[src/rtl/imem_pkg.sv]
// Shared types and constants for the instruction-memory boot controller.
package imem_pkg;

    typedef enum logic [1:0] {
        ST_ACCEPT = 2'd0,
        ST_WRITE  = 2'd1,
        ST_RUN    = 2'd2,
        ST_HALT   = 2'd3
    } state_t;

    localparam int INSTR_BYTES = 4;
    localparam int PC_INC      = 4;
    localparam int BYTE_IDX_W  = $clog2(INSTR_BYTES);

endpackage

[src/rtl/imem_byte_serializer.sv]
// Splits a captured 32-bit instruction word into little-endian bytes and
// tracks the byte write pointer into instruction memory.
module imem_byte_serializer
    import imem_pkg::*;
#(
    parameter int AW = 8
) (
    input  logic          clk,
    input  logic          reset,
    input  logic          load,
    input  logic [31:0]   word_in,
    input  logic          advance,
    output logic [7:0]    byte_out,
    output logic [AW-1:0] addr_out,
    output logic          last_byte
);

    logic [31:0]           word_q;
    logic [BYTE_IDX_W-1:0] idx_q;
    logic [AW-1:0]         ptr_q;

    // NOTE: reset is synchronous, so it lives inside the edge-triggered block
    // and is simply the highest-priority branch; all state uses <= here.
    always_ff @(posedge clk) begin
        if (!reset) begin
            word_q <= '0;
            idx_q  <= '0;
            ptr_q  <= '0;
        end else if (load) begin
            word_q <= word_in;
            idx_q  <= '0;
        end else if (advance) begin
            idx_q <= idx_q + 1'b1;
            ptr_q <= ptr_q + 1'b1;  // wraps naturally at DEPTH_BYTES
        end
    end

    always_comb begin
        byte_out = word_q[7:0];
        case (idx_q)
            2'd0: byte_out = word_q[7:0];
            2'd1: byte_out = word_q[15:8];
            2'd2: byte_out = word_q[23:16];
            2'd3: byte_out = word_q[31:24];
            default: byte_out = word_q[7:0];
        endcase
    end

    assign addr_out  = ptr_q;
    assign last_byte = (idx_q == BYTE_IDX_W'(INSTR_BYTES - 1));

endmodule

[src/rtl/imem_boot_ctrl.sv]
// Boot loader / fetch-PC controller: streams host words into byte-wide IMEM,
// then runs the PC. Define IMEM_ALIGN_CHECK_EN to halt on misaligned branches.
module imem_boot_ctrl
    import imem_pkg::*;
#(
    parameter int          DEPTH_BYTES = 256,
    parameter logic [31:0] PC_RESET    = 32'h0000_0000
) (
    input  logic                           clk,
    input  logic                           reset,
    input  logic                           load_valid,
    input  logic [31:0]                    load_data,
    input  logic                           load_last,
    output logic                           load_ready,
    output logic                           mem_we,
    output logic [$clog2(DEPTH_BYTES)-1:0] mem_waddr,
    output logic [7:0]                     mem_wdata,
    input  logic                           stall,
    input  logic                           branch_taken,
    input  logic [31:0]                    branch_target,
    output logic [31:0]                    pc,
    output logic                           run,
    output logic                           pc_err
);

    localparam int AW = $clog2(DEPTH_BYTES);

    state_t        state;
    logic          last_q;
    logic [AW-1:0] pc_q;
    logic          last_byte;
    logic          misaligned;
    logic [AW-1:0] tgt;
    logic          unused_tgt;

    // Targets are taken modulo the memory size and always word-aligned.
    assign tgt        = {branch_target[AW-1:2], 2'b00};
    assign unused_tgt = ^{branch_target[31:AW], branch_target[1:0]};

`ifdef IMEM_ALIGN_CHECK_EN
    assign misaligned = |branch_target[1:0];
    assign pc_err     = (state == ST_HALT);
`else
    assign misaligned = 1'b0;
    assign pc_err     = 1'b0;
`endif

    always_ff @(posedge clk) begin
        if (!reset) begin
            state  <= ST_ACCEPT;
            last_q <= 1'b0;
            pc_q   <= PC_RESET[AW-1:0];
        end else begin
            case (state)
                ST_ACCEPT: begin
                    if (load_valid) begin
                        last_q <= load_last;
                        state  <= ST_WRITE;
                    end
                end
                ST_WRITE: begin
                    if (last_byte) begin
                        state <= last_q ? ST_RUN : ST_ACCEPT;
                        pc_q  <= PC_RESET[AW-1:0];
                    end
                end
                ST_RUN: begin
                    if (!stall) begin
                        if (branch_taken) begin
                            if (misaligned) state <= ST_HALT;
                            else            pc_q  <= tgt;
                        end else begin
                            pc_q <= pc_q + AW'(PC_INC);
                        end
                    end
                end
                default: ;  // HALT is sticky until reset
            endcase
        end
    end

    imem_byte_serializer #(.AW(AW)) u_ser (
        .clk       (clk),
        .reset     (reset),
        .load      ((state == ST_ACCEPT) && load_valid),
        .word_in   (load_data),
        .advance   (state == ST_WRITE),
        .byte_out  (mem_wdata),
        .addr_out  (mem_waddr),
        .last_byte (last_byte)
    );

    assign load_ready = (state == ST_ACCEPT);
    assign mem_we     = (state == ST_WRITE);
    assign run        = (state == ST_RUN);
    assign pc         = {{(32-AW){1'b0}}, pc_q};

endmodule

[config.mk]
export PLATFORM = sky130hd
export DESIGN_NAME = imem_boot_ctrl
export DESIGN_NICKNAME = d
export VERILOG_FILES = /design/src/rtl/imem_pkg.sv /design/src/rtl/imem_byte_serializer.sv /design/src/rtl/imem_boot_ctrl.sv
export SDC_FILE = /design/constraint.sdc
export NUM_CORES = 1
export LEC_CHECK = 0
export ABC_AREA = 1
export BUFFER_PORTS_ARGS = -buffer_cell sky130_fd_sc_hd__buf_2
export CORE_UTILIZATION = 25
export CTS_CLUSTER_SIZE = 40
export DETAILED_ROUTE_END_ITERATION = 7
export PLACE_DENSITY = 0.56
export SETUP_SLACK_MARGIN = 0.15
export SYNTH_ARGS = -nofsm -noshare
export SYNTH_HDL_FRONTEND = slang
export SYNTH_SLANG_ARGS = --single-unit
[constraint.sdc]
create_clock -name clk -period 2.2 [get_ports clk]
set_clock_uncertainty 0.2 [all_clocks]
set_input_delay 0.55 -clock clk [delete_from_list [all_inputs] [get_ports clk]]
set_output_delay 0.55 -clock clk [all_outputs]
set_load 0.005 [all_outputs]
==> flow_summary.toml <==
[run_status]
status = "complete, but fails checks"
violations = "negative setup slack"

[detailed_routing]
via_count = 2324
drt-initial-drc-count = 70
post_drt_via_cell_ratio = 4.27
ant_nets = 0
drc = 0
drt_first_pass_iters = 4
routed_wl_um = 6380
route.detailed.wl_per_inst_um = 11.7

[sta]
period_needed_ps = 2210
hold_violations = 0
max_freq_mhz = 453
rsz0062_at_grt = "yes"
setup_viol_count_final = 1
timing.hold.ws_ps = 268
fin_ws_ps = -6.46
maxSlewViolCount = 0
post-route-period-util_pct = 100

[clock_tree]
cts.sinks = 51
clkTransAtPathRegs_ps = 90
clockBufferDepth = 2
htree_levels = 2
cts_hold_buffers = 0
clockRootBuffer = "clkbuf_8"
cts_made_buffers = 5
cts_tree = "built"
clk_latency_ps = 300

[worst_hold_path]
hold-path-cell-count = 2
hold_path.class = "reg -> reg"
min-delay-start = "u_ser.word_q[0]"
min_to = "u_ser.word_q[0]"

[global_route]
grt_max_degree = 44
antenna_found_initial = 0
grt_usage_pct = 12.3
grt_pass1_vias = 2164
grt_pass1_wl_um = 10100
grt_overflow = 0

[setup_path]
critPathLaunchType = "flop"
cp.arrival_ps = 1460
r2r_end = "last_q"
slowest_stage = "dfxtp_4"
crit_type = "reg -> out"
crit_chain = "buf_6 > ha_4 > nand2_2 > a32oi_2 > buf_2"
r2r_cells = 5
reg2reg_from = "state[0]"
r2r_slack_ps = 540
critPathLaunch = "u_ser.idx_q[1]"
cp_max_fo = 8
cp-end-kind = "output port"
cp.required_ps = 1450
slowest_delay_ps = 380

[final_layout]
area_delta_synth_final_pct = 23.4
drive_above_1_share_pct = 27.7
fin_util_pct = 31.9
fin_nets = 486
layout_commonest_cell = "nor2_1"
antenna_cells = 0
final_cell_mix = "nor2_1 (69), buf_2 (68), dfxtp_1 (49)"

[floorplanning]
core-area_sq_um = 9820
ios = 122
die-area_sq_um = 10600
die_x_um = 103
die_h_um = 103
rows = 36
start_util_pct = 25.9

[place]
hpwl_um = 4590
io_buffers = 68
place_congestion = 0.784

[pwr]
p_per_area_nw_per_um2 = 635
power.leakage_nw = 1.39
ir_drop_mv = 0.357

[logic_synthesis]
syn_inst = 345
synth_area_sq_um = 2540
ys_types = 34
yosys_warnings = 0
ys_seq_area_share_pct = 40.2
yosys_register_bits = 51
syn_area_per_cell_sq_um = 7.37

[run]
max-cap-violations = 0
stage by stage:
stage	cells	setup slack, ps	TNS [ps]	total power, mW	area, sq um
after detailed placement	531	0.177	0	1.33	2880
final	544	-6.46	-6.46	1.99	3140
after global placement	531	45.9	0	1.32	2880
after global routing	544	-69.2	-460	2.10	3140
after CTS	544	9.61	0	2.02	3130
after floorplan	371	270	0	1.25	2640
where the power goes:
| part | internal [mW] | leakage, nW | total, mW | switching (mW) |
|---|---|---|---|---|
| registers | 0.983 | 0.421 | 1.02 | 0.0346 |
| clock network | 0.339 | 0.0581 | 0.652 | 0.313 |
| logic | 0.133 | 0.909 | 0.321 | 0.188 |
| total | 1.46 | 1.39 | 1.99 | 0.536 |
sequential cells by signal, indices dropped and copies added (netlist names):
name	count
u_ser.addr_out	8
pc_q	6
u_ser.idx_q	2
state	2
last_q	1
u_ser.word_q	32
Yosys cell counts:
library cell | count | area, sq um
or2_2 | 1 | 6.26
a31oi_1 | 1 | 6.26
xor2_1 | 3 | 26.3
dfxtp_1 | 51 | 1020
o21ai_0 | 40 | 200
nor2_2 | 2 | 12.5
inv_2 | 2 | 7.51
o21a_1 | 1 | 7.51
inv_4 | 2 | 12.5
clkbuf_1 | 6 | 22.5
buf_4 | 27 | 203
nor3_2 | 1 | 10.0
o21bai_1 | 2 | 15.0
a211oi_1 | 1 | 7.51
a32oi_1 | 8 | 70.1
a21oi_1 | 28 | 140
buf_6 | 2 | 22.5
nor3_1 | 1 | 5.00
o211ai_1 | 2 | 15.0
clkbuf_2 | 3 | 15.0
buf_1 | 2 | 7.51
inv_1 | 20 | 75.1
clkinv_1 | 1 | 3.75
nand3b_1 | 1 | 7.51
ha_1 | 6 | 75.1
nor3_4 | 1 | 16.3
buf_2 | 3 | 15.0
nor2_1 | 69 | 259
nand2_2 | 4 | 25.0
nand3_1 | 6 | 30.0
nand2_4 | 2 | 22.5
o21bai_2 | 1 | 11.3
conb_1 | 1 | 3.75
nand2_1 | 44 | 165
cells by family after synthesis:
| group | count (synthesis) | share of synthesized area (%) |
|---|---|---|
| AOI/OAI and AO/OA | 84 | 18.6 |
| xor gates and xnor gates | 3 | 1.03 |
| adders and majority gates | 6 | 2.95 |
| buffers and inverters | 68 | 15.1 |
| DFF | 51 | 40.2 |
| other | 1 | 0.147 |
| and+or+nand+nor | 132 | 22.0 |
what timing repair did:
action,4_1_cts,5_1_grt
resized for setup,24,3
setup buffers,5,0
setup endpoints to repair,8,8
pin swaps,4,3
layer usage:
layer | global-route usage (%) | vias up | wire (um)
li1 | - | 1195 | -
met1 | 15.5 | 1054 | 3090
met2 | 21.4 | 70 | 2930
met3 | 2.51 | 5 | 314
met4 | 2.93 | 0 | 54
met5 | 0 | - | 0
worst max-delay path: cells and delay by family, from the launching register on:
kind / cells / cell delay, ps
flip-flops: 1 / 380
adder cells (fa/ha/maj): 1 / 190
AO/OA/AOI/OAI: 1 / 240
AND/OR/NAND/NOR: 1 / 60
buffers and inverters: 2 / 280
area by class of cell:
type | instances | area, sq um
Sequential cell | 51 | 1030
Inverter | 25 | 101
Fill cell | 1100 | 6680
Clock buffer | 5 | 68.8
Tap cell | 133 | 166
Clock inverter | 3 | 43.8
Multi-Input combinational cell | 252 | 1320
Timing Repair Buffer | 75 | 413
worst max path at each step:
stage,end,slack (ps)
2_1_floorplan,mem_wdata[5],270
3_3_place_gp,mem_wdata[4],50
3_5_place_dp,mem_wdata[4],0.2
4_1_cts,mem_wdata[7],10
5_1_grt,mem_wdata[0],-70
6_report,mem_wdata[4],-6
No activity file was read; power rests on OpenSTA's default activity.
